--- src/rtl/inst_fetch_pkg.sv ---
// rtl/inst_fetch_pkg.sv - shared widths and FSM encodings for the fetch stage
package inst_fetch_pkg;

    localparam int DEF_PC_WIDTH     = 14;
    localparam int DEF_INST_WIDTH   = 18;
    localparam int DEF_OPCODE_WIDTH = 4;
    localparam int PERF_CNT_WIDTH   = 16;

    typedef enum logic [1:0] {
        S_RESET   = 2'b00,
        S_FETCH   = 2'b01,
        S_DISCARD = 2'b10
    } fetch_state_e;

endpackage

--- src/rtl/fetch_skid_buf.sv ---
// rtl/fetch_skid_buf.sv - one-entry {inst, pc} skid register with load/drain/clear
module fetch_skid_buf
    import inst_fetch_pkg::*;
#(
    parameter int INST_WIDTH = DEF_INST_WIDTH,
    parameter int PC_WIDTH   = DEF_PC_WIDTH
) (
    input  logic                  clk,
    input  logic                  rst_n,
    input  logic                  load,
    input  logic                  drain,
    input  logic                  clear,
    input  logic [INST_WIDTH-1:0] load_inst,
    input  logic [PC_WIDTH-1:0]   load_pc,
    output logic                  full,
    output logic [INST_WIDTH-1:0] inst,
    output logic [PC_WIDTH-1:0]   pc
);

    always_ff @(posedge clk or negedge rst_n) begin
        if (!rst_n) begin
            full <= 1'b0;
            inst <= '0;
            pc   <= '0;
        end else if (clear) begin
            full <= 1'b0;
        end else if (load) begin
            full <= 1'b1;
            inst <= load_inst;
            pc   <= load_pc;
        end else if (drain) begin
            full <= 1'b0;
        end
    end

endmodule

--- src/rtl/inst_fetch.sv ---
// rtl/inst_fetch.sv - fetch stage and IF/ID register; FETCH_PERF_CNT_EN adds perf counters
module inst_fetch
    import inst_fetch_pkg::*;
#(
    parameter int                 PC_WIDTH     = DEF_PC_WIDTH,
    parameter int                 INST_WIDTH   = DEF_INST_WIDTH,
    parameter int                 OPCODE_WIDTH = DEF_OPCODE_WIDTH,
    parameter logic [PC_WIDTH-1:0] RESET_PC    = '0
) (
    input  logic                    i_clk,
    input  logic                    i_rst_n,
    input  logic                    i_stall,
    input  logic                    i_redirect,
    input  logic [PC_WIDTH-1:0]     i_redirect_pc,
    output logic                    o_imem_req,
    output logic [PC_WIDTH-1:0]     o_imem_addr,
    input  logic                    i_imem_ready,
    input  logic [INST_WIDTH-1:0]   i_imem_rdata,
    output logic                    o_valid,
    output logic [INST_WIDTH-1:0]   o_inst,
    output logic [PC_WIDTH-1:0]     o_pc,
    output logic [OPCODE_WIDTH-1:0] o_opcode
`ifdef FETCH_PERF_CNT_EN
    ,
    output logic [PERF_CNT_WIDTH-1:0] o_perf_fetched,
    output logic [PERF_CNT_WIDTH-1:0] o_perf_bubbles
`endif
);

    fetch_state_e          state_q, state_d;
    logic [PC_WIDTH-1:0]   pc_q, pc_d;
    logic [PC_WIDTH-1:0]   hold_addr_q;
    logic                  accept, to_ifid, to_skid, drain;
    logic                  skid_full;
    logic [INST_WIDTH-1:0] skid_inst;
    logic [PC_WIDTH-1:0]   skid_pc;

    always_ff @(posedge i_clk or negedge i_rst_n) begin
        if (!i_rst_n) begin
            state_q     <= S_RESET;
            pc_q        <= RESET_PC;
            hold_addr_q <= RESET_PC;
        end else begin
            state_q <= state_d;
            pc_q    <= pc_d;
            if (state_q == S_FETCH && state_d == S_DISCARD)
                hold_addr_q <= pc_q;
        end
    end

    always_comb begin
        state_d     = state_q;
        pc_d        = pc_q;
        o_imem_req  = 1'b0;
        o_imem_addr = pc_q;
        case (state_q)
            S_RESET:   state_d = S_FETCH;
            S_FETCH:   o_imem_req = !skid_full;
            S_DISCARD: begin
                // the abandoned request must still complete on its original address
                o_imem_req  = 1'b1;
                o_imem_addr = hold_addr_q;
                if (i_imem_ready)
                    state_d = S_FETCH;
            end
            default:   state_d = S_RESET;
        endcase

        accept = (state_q == S_FETCH) && o_imem_req && i_imem_ready && !i_redirect;
        if (accept)
            pc_d = pc_q + PC_WIDTH'(1);

        if (i_redirect) begin
            pc_d = i_redirect_pc;
            if (state_q == S_FETCH && o_imem_req && !i_imem_ready)
                state_d = S_DISCARD;
        end

        // an accept only happens with the skid empty, so drain and accept never overlap
        to_ifid = accept && (!o_valid || !i_stall);
        to_skid = accept && !to_ifid;
        drain   = skid_full && !i_stall && !i_redirect;
    end

    always_ff @(posedge i_clk or negedge i_rst_n) begin
        if (!i_rst_n) begin
            o_valid <= 1'b0;
            o_inst  <= '0;
            o_pc    <= '0;
        end else if (i_redirect) begin
            o_valid <= 1'b0;
        end else if (to_ifid) begin
            o_valid <= 1'b1;
            o_inst  <= i_imem_rdata;
            o_pc    <= pc_q;
        end else if (drain) begin
            o_valid <= 1'b1;
            o_inst  <= skid_inst;
            o_pc    <= skid_pc;
        end else if (!i_stall) begin
            o_valid <= 1'b0;
        end
    end

    assign o_opcode = o_inst[INST_WIDTH-1 -: OPCODE_WIDTH];

    fetch_skid_buf #(
        .INST_WIDTH(INST_WIDTH),
        .PC_WIDTH  (PC_WIDTH)
    ) u_skid (
        .clk      (i_clk),
        .rst_n    (i_rst_n),
        .load     (to_skid),
        .drain    (drain),
        .clear    (i_redirect),
        .load_inst(i_imem_rdata),
        .load_pc  (pc_q),
        .full     (skid_full),
        .inst     (skid_inst),
        .pc       (skid_pc)
    );

`ifdef FETCH_PERF_CNT_EN
    logic [PERF_CNT_WIDTH-1:0] perf_fetched_q, perf_bubbles_q;

    always_ff @(posedge i_clk or negedge i_rst_n) begin
        if (!i_rst_n) begin
            perf_fetched_q <= '0;
            perf_bubbles_q <= '0;
        end else begin
            if ((to_ifid || drain) && perf_fetched_q != {PERF_CNT_WIDTH{1'b1}})
                perf_fetched_q <= perf_fetched_q + PERF_CNT_WIDTH'(1);
            if (!o_valid && !i_stall && perf_bubbles_q != {PERF_CNT_WIDTH{1'b1}})
                perf_bubbles_q <= perf_bubbles_q + PERF_CNT_WIDTH'(1);
        end
    end

    assign o_perf_fetched = perf_fetched_q;
    assign o_perf_bubbles = perf_bubbles_q;
`endif

endmodule

--- config.mk ---
export PLATFORM = sky130hd
export DESIGN_NAME = inst_fetch
export DESIGN_NICKNAME = d
export VERILOG_FILES = /design/src/rtl/inst_fetch_pkg.sv /design/src/rtl/fetch_skid_buf.sv /design/src/rtl/inst_fetch.sv
export SDC_FILE = /design/constraint.sdc
export NUM_CORES = 1
export LEC_CHECK = 0
export ABC_AREA = 1
export ABC_CLOCK_PERIOD_IN_PS = 1700
export CAP_MARGIN = 5
export CELL_PAD_IN_SITES_DETAIL_PLACEMENT = 1
export CELL_PAD_IN_SITES_GLOBAL_PLACEMENT = 1
export CORE_UTILIZATION = 35
export DETAILED_ROUTE_END_ITERATION = 8
export PLACE_DENSITY_LB_ADDON = 0.1
export SLEW_MARGIN = 20
export SYNTH_ARGS = -nofsm -noshare
export SYNTH_HDL_FRONTEND = slang
export SYNTH_SLANG_ARGS = --single-unit
--- constraint.sdc ---
create_clock -name i_clk -period 1.7 [get_ports i_clk]
set_input_delay 0.255 -clock i_clk [delete_from_list [all_inputs] [get_ports i_clk]]
set_output_delay 0.255 -clock i_clk [all_outputs]
set_load 0.1 [all_outputs]
==> results of run 1 <==
[stage by stage]
stage          cell area, um^2  power [W]
6_report                  8319    0.01715
5_1_grt                   8319    0.01776
4_1_cts                   7233    0.01561
3_5_place_dp              6842    0.01347
3_3_place_gp              6842    0.01323
2_1_floorplan             5150   0.009807
[power groups by stage]
| stage | clock network [W] | logic (W) | registers (W) |
|---|---|---|---|
| after global routing | 0.00205 | 0.0115 | 0.00417 |
| after global placement | 0 | 0.00929 | 0.00394 |
| final | 0.00193 | 0.0111 | 0.00409 |
| after CTS | 0.00194 | 0.00971 | 0.00395 |
| after floorplan | 0 | 0.00379 | 0.00602 |
| after detailed placement | 0 | 0.00949 | 0.00397 |
[flip-flops by register name, summed over array words and instances (netlist names)]
signal,count
o_inst,18
u_skid.pc,14
o_pc,14
hold_addr_q,14
u_skid.inst,18
o_valid,1
pc_q,14
state_q,2
u_skid.full,1
[critical path, stage by stage (launching register included)]
cell       delay, ns
dfrtp_2         0.44
inv_2           0.10
ha_4            0.29
inv_4           0.07
nand2_4         0.09
buf_12          0.10
nand4_4         0.10
nor2_4          0.20
buf_6           0.18
clkbuf_16       0.18
nand3_1         0.10
nand3_1         0.13
[layer usage]
layer	GRT usage, %	vias up	part of all wire (%)	wire length (um)
li1	-	2297	-	-
met1	29.94	2657	42	8416
met2	39.15	187	50	10190
met3	2.972	60	4.6	935
met4	7.176	0	3.5	700
met5	0	-	0	0
[cell usage in the layout (no fill, tap or decap), types with 2 or more instances in the layout]
cell / n
nor3_1: 5
nand3_4: 13
buf_6: 7
nand2_1: 133
nand3_2: 47
nand2_4: 15
clkinv_2: 4
clkbuf_16: 21
o21ai_4: 14
o211ai_1: 7
inv_4: 4
nand2_2: 28
ha_1: 4
buf_4: 30
nor2_4: 2
buf_8: 2
nor2_1: 43
nand4_1: 17
buf_12: 64
inv_1: 49
xor2_1: 6
o21ai_0: 3
o21ai_2: 10
buf_16: 2
dfrtp_1: 94
ha_4: 2
o21ai_1: 5
inv_2: 4
nand3_1: 75
clkdlybuf4s50_1: 35
clkbuf_1: 2
[cells by family after synthesis]
kind of cell | after synthesis | synth area share (%)
buffers and inverters | 103 | 9.657
AOI/OAI and AO/OA | 43 | 4.854
DFF | 96 | 48.79
adders and majority gates | 6 | 1.525
xor gates and xnor gates | 7 | 1.245
and+or+nand+nor | 379 | 33.93
[cell type report]
cell class                      instances  share of cell area [%]
Multi-Input combinational cell        436                   34.50
Sequential cell                        96                   28.94
Timing Repair Buffer                  153                   28.02
Clock buffer                           12                   2.963
Inverter                               57                   2.692
Tap cell                              176                   2.647
Clock inverter                          4                  0.2406
[final timing paths]
path,from,endpoint,slack (ns),cells after the start
max in group asynchronous,i_rst_n,u_skid.pc[4],0.66,3
setup reg to reg,state_q[0],o_pc[13],-0.36,11
min in group i_clk,u_skid.inst[3],u_skid.inst[3],0.47,2
setup / recovery,state_q[0],o_pc[13],-0.36,11
hold / removal,i_rst_n,o_pc[1],0.45,2
hold reg to reg,u_skid.inst[3],u_skid.inst[3],0.47,2
[what timing repair did]
action,CTS,global route
hold endpoints to repair,31,0
cloned,2,18
pin swaps,12,30
setup buffers,3,5
hold buffers,1,0
endpoints found under the setup margin,105,109
gates resized for setup,11,151
==> results.md, run 1 <==
* Total number of vias at 5201
* RSZ-0062 raised after global routing: yes
* Register share of total power at 23.8%
* Peak Freq at 486.4 MHz
* Via count of the first global-routing pass at 5021
* Area growth syn-to-layout at 68.97%
* Maxcap violations at 0
* Buffer levels on the longest clock path at 2
* Global-route wire length before repair at 25.94 mm
* Ratio of cells with drive above 1 in the final layout at 36.41%
* Total placed cells including tap cells at 889
* Ant diodes at 0
* Final Wtd Congestion at 0.8215
* Row count at 42
* Clock power frac at 11.3%
* Yosys reg bits at 96
* Combined area of the multi-input logic cells at 2870 um^2
* Chip height at 120.6 um
* Most numerous cell in the Yosys netlist: nand2_1
* Internal power at 0.008291 W
* Core area at 13510 um^2
* Sw Pwr at 0.008855 W
* Post-synthesis area per instance at 7.766 um^2
* Final Hold Slack at 0.4453 ns
* Status: complete, but fails checks
* PortBufs at 88
* Synth area leader: dfrtp_1
* Crit Path Max Fanout at 7
* Routed WL at 20.24 mm
* Initial antenna violation count at 0
* Library cells used by synthesis at 29
* Final Critical Period at 2.056 ns
* Seq/Total Area, Yosys at 48.79%
* Leakage at 3.768 nW
* HPWL after DPL at 10.92 mm
* Routed Antenna Nets at 0
* Post-route DRC at 0
* Combinational share of power at 64.9%
* CP Launch Type: flop
* Post-synth top cells: nand2_1, nand3_1, dfrtp_1, inv_1, nor2_1
* Root Driver: clkbuf_16
* Pwr dens at 2061 nW/um^2
* Clock sink total at 96
* Crit share post-route at 120.9%
* Initial Util at 36.46%
* Worst-Margin Slew at 0.6009 ns
* Final Net Count at 796
* Number of synthesized flops with an enable pin at 0
* Die ar. at 14550 um^2
* Total gr overflow at 0
* Final hold viol count at 0
* Peak supply drop at 1.301 mV
* Register Area at 2407 um^2
* H-tree levels at 3
* Synth warn at 0
* Chip width at 120.6 um
* Worst Path Required at 1.98 ns
* Wire per inst at 21.67 um
* Top cell type's share of synthesized area at 48.79%
* Pin count of the biggest net entering global routing at 51
* Max-slew headroom at 59.63%
* Post-route insts no fill at 934
* CTS tree: done
* Share of flip-flops with an asynchronous set or reset at 100.0%
* DRT Pass-1 Iters at 5
* Netlist Area Pre-Place at 4923 um^2
* I/O pins at 89
* Crit path kind: flop to flop
* Failing checks: setup timing
* Data arrival, critical path at 2.34 ns
* Final core occ at 61.60%
* DR vias/cell at 5.569
* PnR worst setup slack at -0.3558 ns
* Instance count of the mapped netlist at 634
* Largest cells by area after synthesis: dfrtp_1, nand3_1, nand2_1
* Setup_tns at -27.19 ns
* Net Count, Synth at 677
* Crit end category: flop
* Worst min-delay path class: input pin to async pin
* Pre-CTS setup slack at -0.2063 ns
* Final clock skew at 0.008153 ns
* Final setup violation count at 110
* CTS Buf Count at 9
* Filler Cells Inserted at 1432
* Final Max Tran Viols at 0
* Gr usage total at 22.87%
* CTS clk-pin slew, worst paths at 0.07 ns
* Clk_lat worst skew at 0.35 ns
* Switch share at 51.65%
* Most frequently used flop master after synthesis: dfrtp_1
* Initial drt markers at 310
Power figures use the tool's default switching activity.
==> run 2, diff against run 1 <==
- CORE_MARGIN: not set -> 8
==> run 2 against run 1 <==
The flow still finishes with violations (setup timing). First-iteration DRC count shrank 13%. Critical path depth shrank 4. Via count grew 0.37%. Maximum frequency shrank 0.92%. Total power grew 5.4%. Clock power grew 10%. Sequential share of layout area shrank 0.90 points. Flip-flop and latch count is the same. Largest cell class is now buffers. Combinational power grew 7%. Global-route usage grew 1.3 points. Routed wire length grew 7.6%. Critical path type is now flop to output port.
==> results.md, run 2 (synthesis gave the netlist of run 1 again) <==
* Status: complete, but fails checks (unchanged)
* Failing checks: setup timing (unchanged)
* Gr usage total at 24.15% (was 22.87%)
* Row count at 43 (was 42)
* Filler Cells Inserted at 1500 (was 1432)
* Setup_tns at -26.19 ns (was -27.19 ns)
* Max incr delay on CP at 0.39 ns (was 0.44 ns)
* Final Critical Period at 2.075 ns (was 2.056 ns)
* RSZ-0062 raised after global routing: yes (unchanged)
* Worst min-delay path class: input pin to async pin (unchanged)
* Post-route DRC at 0 (unchanged)
* Switch share at 49.88% (was 51.65%)
* PnR worst setup slack at -0.3748 ns (was -0.3558 ns)
* Crit share post-route at 122.0% (was 120.9%)
* Chip width at 134.6 um (was 120.6 um)
* Pin count of the biggest net entering global routing at 34 (was 51)
* Maxcap violations at 0 (unchanged)
* HPWL after DPL at 11.43 mm (was 10.92 mm)
* Final Net Count at 828 (was 796)
* Register share of total power at 22.4% (was 23.8%)
* Core area at 13830 um^2 (was 13510 um^2)
* Root Driver: clkbuf_16 (unchanged)
* Clock power frac at 11.8% (was 11.3%)
* Ratio of cells with drive above 1 in the final layout at 32.28% (was 36.41%)
* Ant diodes at 0 (unchanged)
* Pwr dens at 2106 nW/um^2 (was 2061 nW/um^2)
* Initial Util at 35.61% (was 36.46%)
* Routed Antenna Nets at 0 (unchanged)
* Global-route wire length before repair at 33.55 mm (was 25.94 mm)
* Total power at 0.01807 W (was 0.01715 W)
* Peak supply drop at 1.327 mV (was 1.301 mV)
* Routed WL at 21.78 mm (was 20.24 mm)
* Worst-Margin Slew at 0.5092 ns (was 0.6009 ns)
* Internal power at 0.009059 W (was 0.008291 W)
* Clock sink total at 96 (unchanged)
* PortBufs at 88 (unchanged)
* Total number of vias at 5220 (was 5201)
* DR vias/cell at 5.381 (was 5.569)
* Via count of the first global-routing pass at 5852 (was 5021)
* I/O pins at 89 (unchanged)
* Slowest-stage cell, CP: dfrtp_1 (was dfrtp_2)
* CTS clk-pin slew, worst paths at 0.07 ns (about the same)
* Max-slew headroom at 66.06% (was 59.63%)
* CTS tree: done (unchanged)
* H-tree levels at 3 (unchanged)
* Most frequent cells in the layout: nand2_1, nand3_1, dfrtp_1, buf_12, inv_1 (was nand2_1, dfrtp_1, nand3_1, buf_12, inv_1)
* Reg2Reg Setup Slack at -0.30 ns (was -0.36 ns)
* Data arrival, critical path at 1.82 ns (was 2.34 ns)
* Crit end category: output port (was flop)
* Initial drt markers at 270 (was 310)
* Total gr overflow at 0 (unchanged)
* Final Wtd Congestion at 0.7791 (was 0.8215)
* Peak Freq at 482.0 MHz (was 486.4 MHz)
* Final clock skew at 0.005668 ns (was 0.008153 ns)
* Die ar. at 18120 um^2 (was 14550 um^2)
* Worst Path Required at 1.44 ns (was 1.98 ns)
* Chip height at 134.6 um (was 120.6 um)
* Crit Path Max Fanout at 6 (was 7)
* Buffer levels on the longest clock path at 2 (unchanged)
* Final hold viol count at 0 (unchanged)
* Combinational share of power at 65.8% (was 64.9%)
* Cell Chain, Critical Path: buf_6 -> ha_4 -> buf_8 -> buf_12 -> buf_6 -> o21ai_4 -> buf_12 (was inv_2 -> ha_4 -> inv_4 -> nand2_4 -> buf_12 -> nand4_4 -> nor2_4 -> buf_6 -> clkbuf_16 -> nand3_1 -> nand3_1)
* Area growth syn-to-layout at 74.33% (was 68.97%)
* Sw Pwr at 0.009016 W (was 0.008855 W)
* Leakage at 3.852 nW (was 3.768 nW)
* Final setup violation count at 107 (was 110)
* Combined area of the multi-input logic cells at 2565 um^2 (was 2870 um^2)
* Top flop regs: o_inst (18), u_skid.inst (18) (unchanged)
* Register Area at 2406 um^2 (was 2407 um^2)
* Crit path kind: flop to output port (was flop to flop)
* Wire per inst at 22.45 um (was 21.67 um)
* DRT Pass-1 Iters at 4 (was 5)
* Clk_lat worst skew at 0.36 ns (was 0.35 ns)
* Final Max Tran Viols at 0 (unchanged)
* CTS Buf Count at 9 (unchanged)
* CP Launch Type: flop (unchanged)
* Commonest non-fill, non-tap cell in the layout: nand2_1 (unchanged)
* Initial antenna violation count at 0 (unchanged)
==> run 2: cell count changes in the layout (fill, tap and decap cells not counted), sizes merged <==
cell,previous run,this run
clkinvlp,0,1
clkinv,4,0
clkbuf,24,17
buf,105,147
==> run 2: timing repair <==
action | 4_1_cts | 5_1_grt
hold buffers | 1 | 0
pin swaps | 22 | 55
endpoints found under the setup margin | 103 | 110
cloned | 20 | 2
hold endpoints to repair | 29 | 0
buffers inserted | 23 | 7
resized for setup | 62 | 71
==> run 2: final timing paths <==
kind | endpoint | startpoint | cells after the start
worst max-delay path | o_imem_addr[2] | state_q[1] | 7
worst min-delay path | o_inst[15] | i_rst_n | 2
worst max register to register | hold_addr_q[3] | state_q[1] | 13
worst min register to register | u_skid.inst[12] | u_skid.inst[12] | 2
max in group asynchronous | hold_addr_q[7] | i_rst_n | 3
min in group i_clk | pc_q[12] | i_redirect_pc[12] | 3
==> run 2: final cells by class <==
class / instances / area share (%)
multi-input cells: 436 / 29.88
repair buffers: 185 / 33.29
flip-flops and latches: 96 / 28.03
clock inverters: 1 / 0.08746
inverters: 57 / 2.609
well taps: 180 / 2.624
clock buffers: 15 / 3.469
==> run 2: routing by layer <==
layer	share of wire [%]	up-vias	global-route usage, %
met3	5.7	45	4.421
met4	3.2	0	13.35
met1	39	2640	27.62
li1	-	2362	-
met5	0	-	0
met2	52	173	41.84
==> run 2: worst max-delay path: cells and delay by family (launching register included) <==
family | cells | cell delay, ns
fa+ha+maj | 1 | 0.15
compound gates | 1 | 0.19
buf+inv | 5 | 0.72
flops | 1 | 0.39
==> run 2: through the flow <==
stage	util, %	std cells	worst slack, ns	area (um^2)	hold slack [ns]
6_report	62.08	970	-0.3748	8583	0.4087
5_1_grt	62.08	970	-0.3937	8583	0.4552
4_1_cts	59.39	961	-0.2834	8212	0.4433
3_5_place_dp	50.13	901	-0.2261	6932	0.2589
3_3_place_gp	50.13	901	-0.1140	6932	0.2636
2_1_floorplan	-	634	-0.1228	5150	-0.04059
==> run 2: power by group through the flow <==
stage	combinational [W]	sequential, W	clock, W
6_report	0.0119	0.00405	0.00213
2_1_floorplan	0.00379	0.00602	0
3_5_place_dp	0.00956	0.00401	0
3_3_place_gp	0.00939	0.00395	0
5_1_grt	0.0124	0.00415	0.00222
4_1_cts	0.0111	0.00398	0.00212
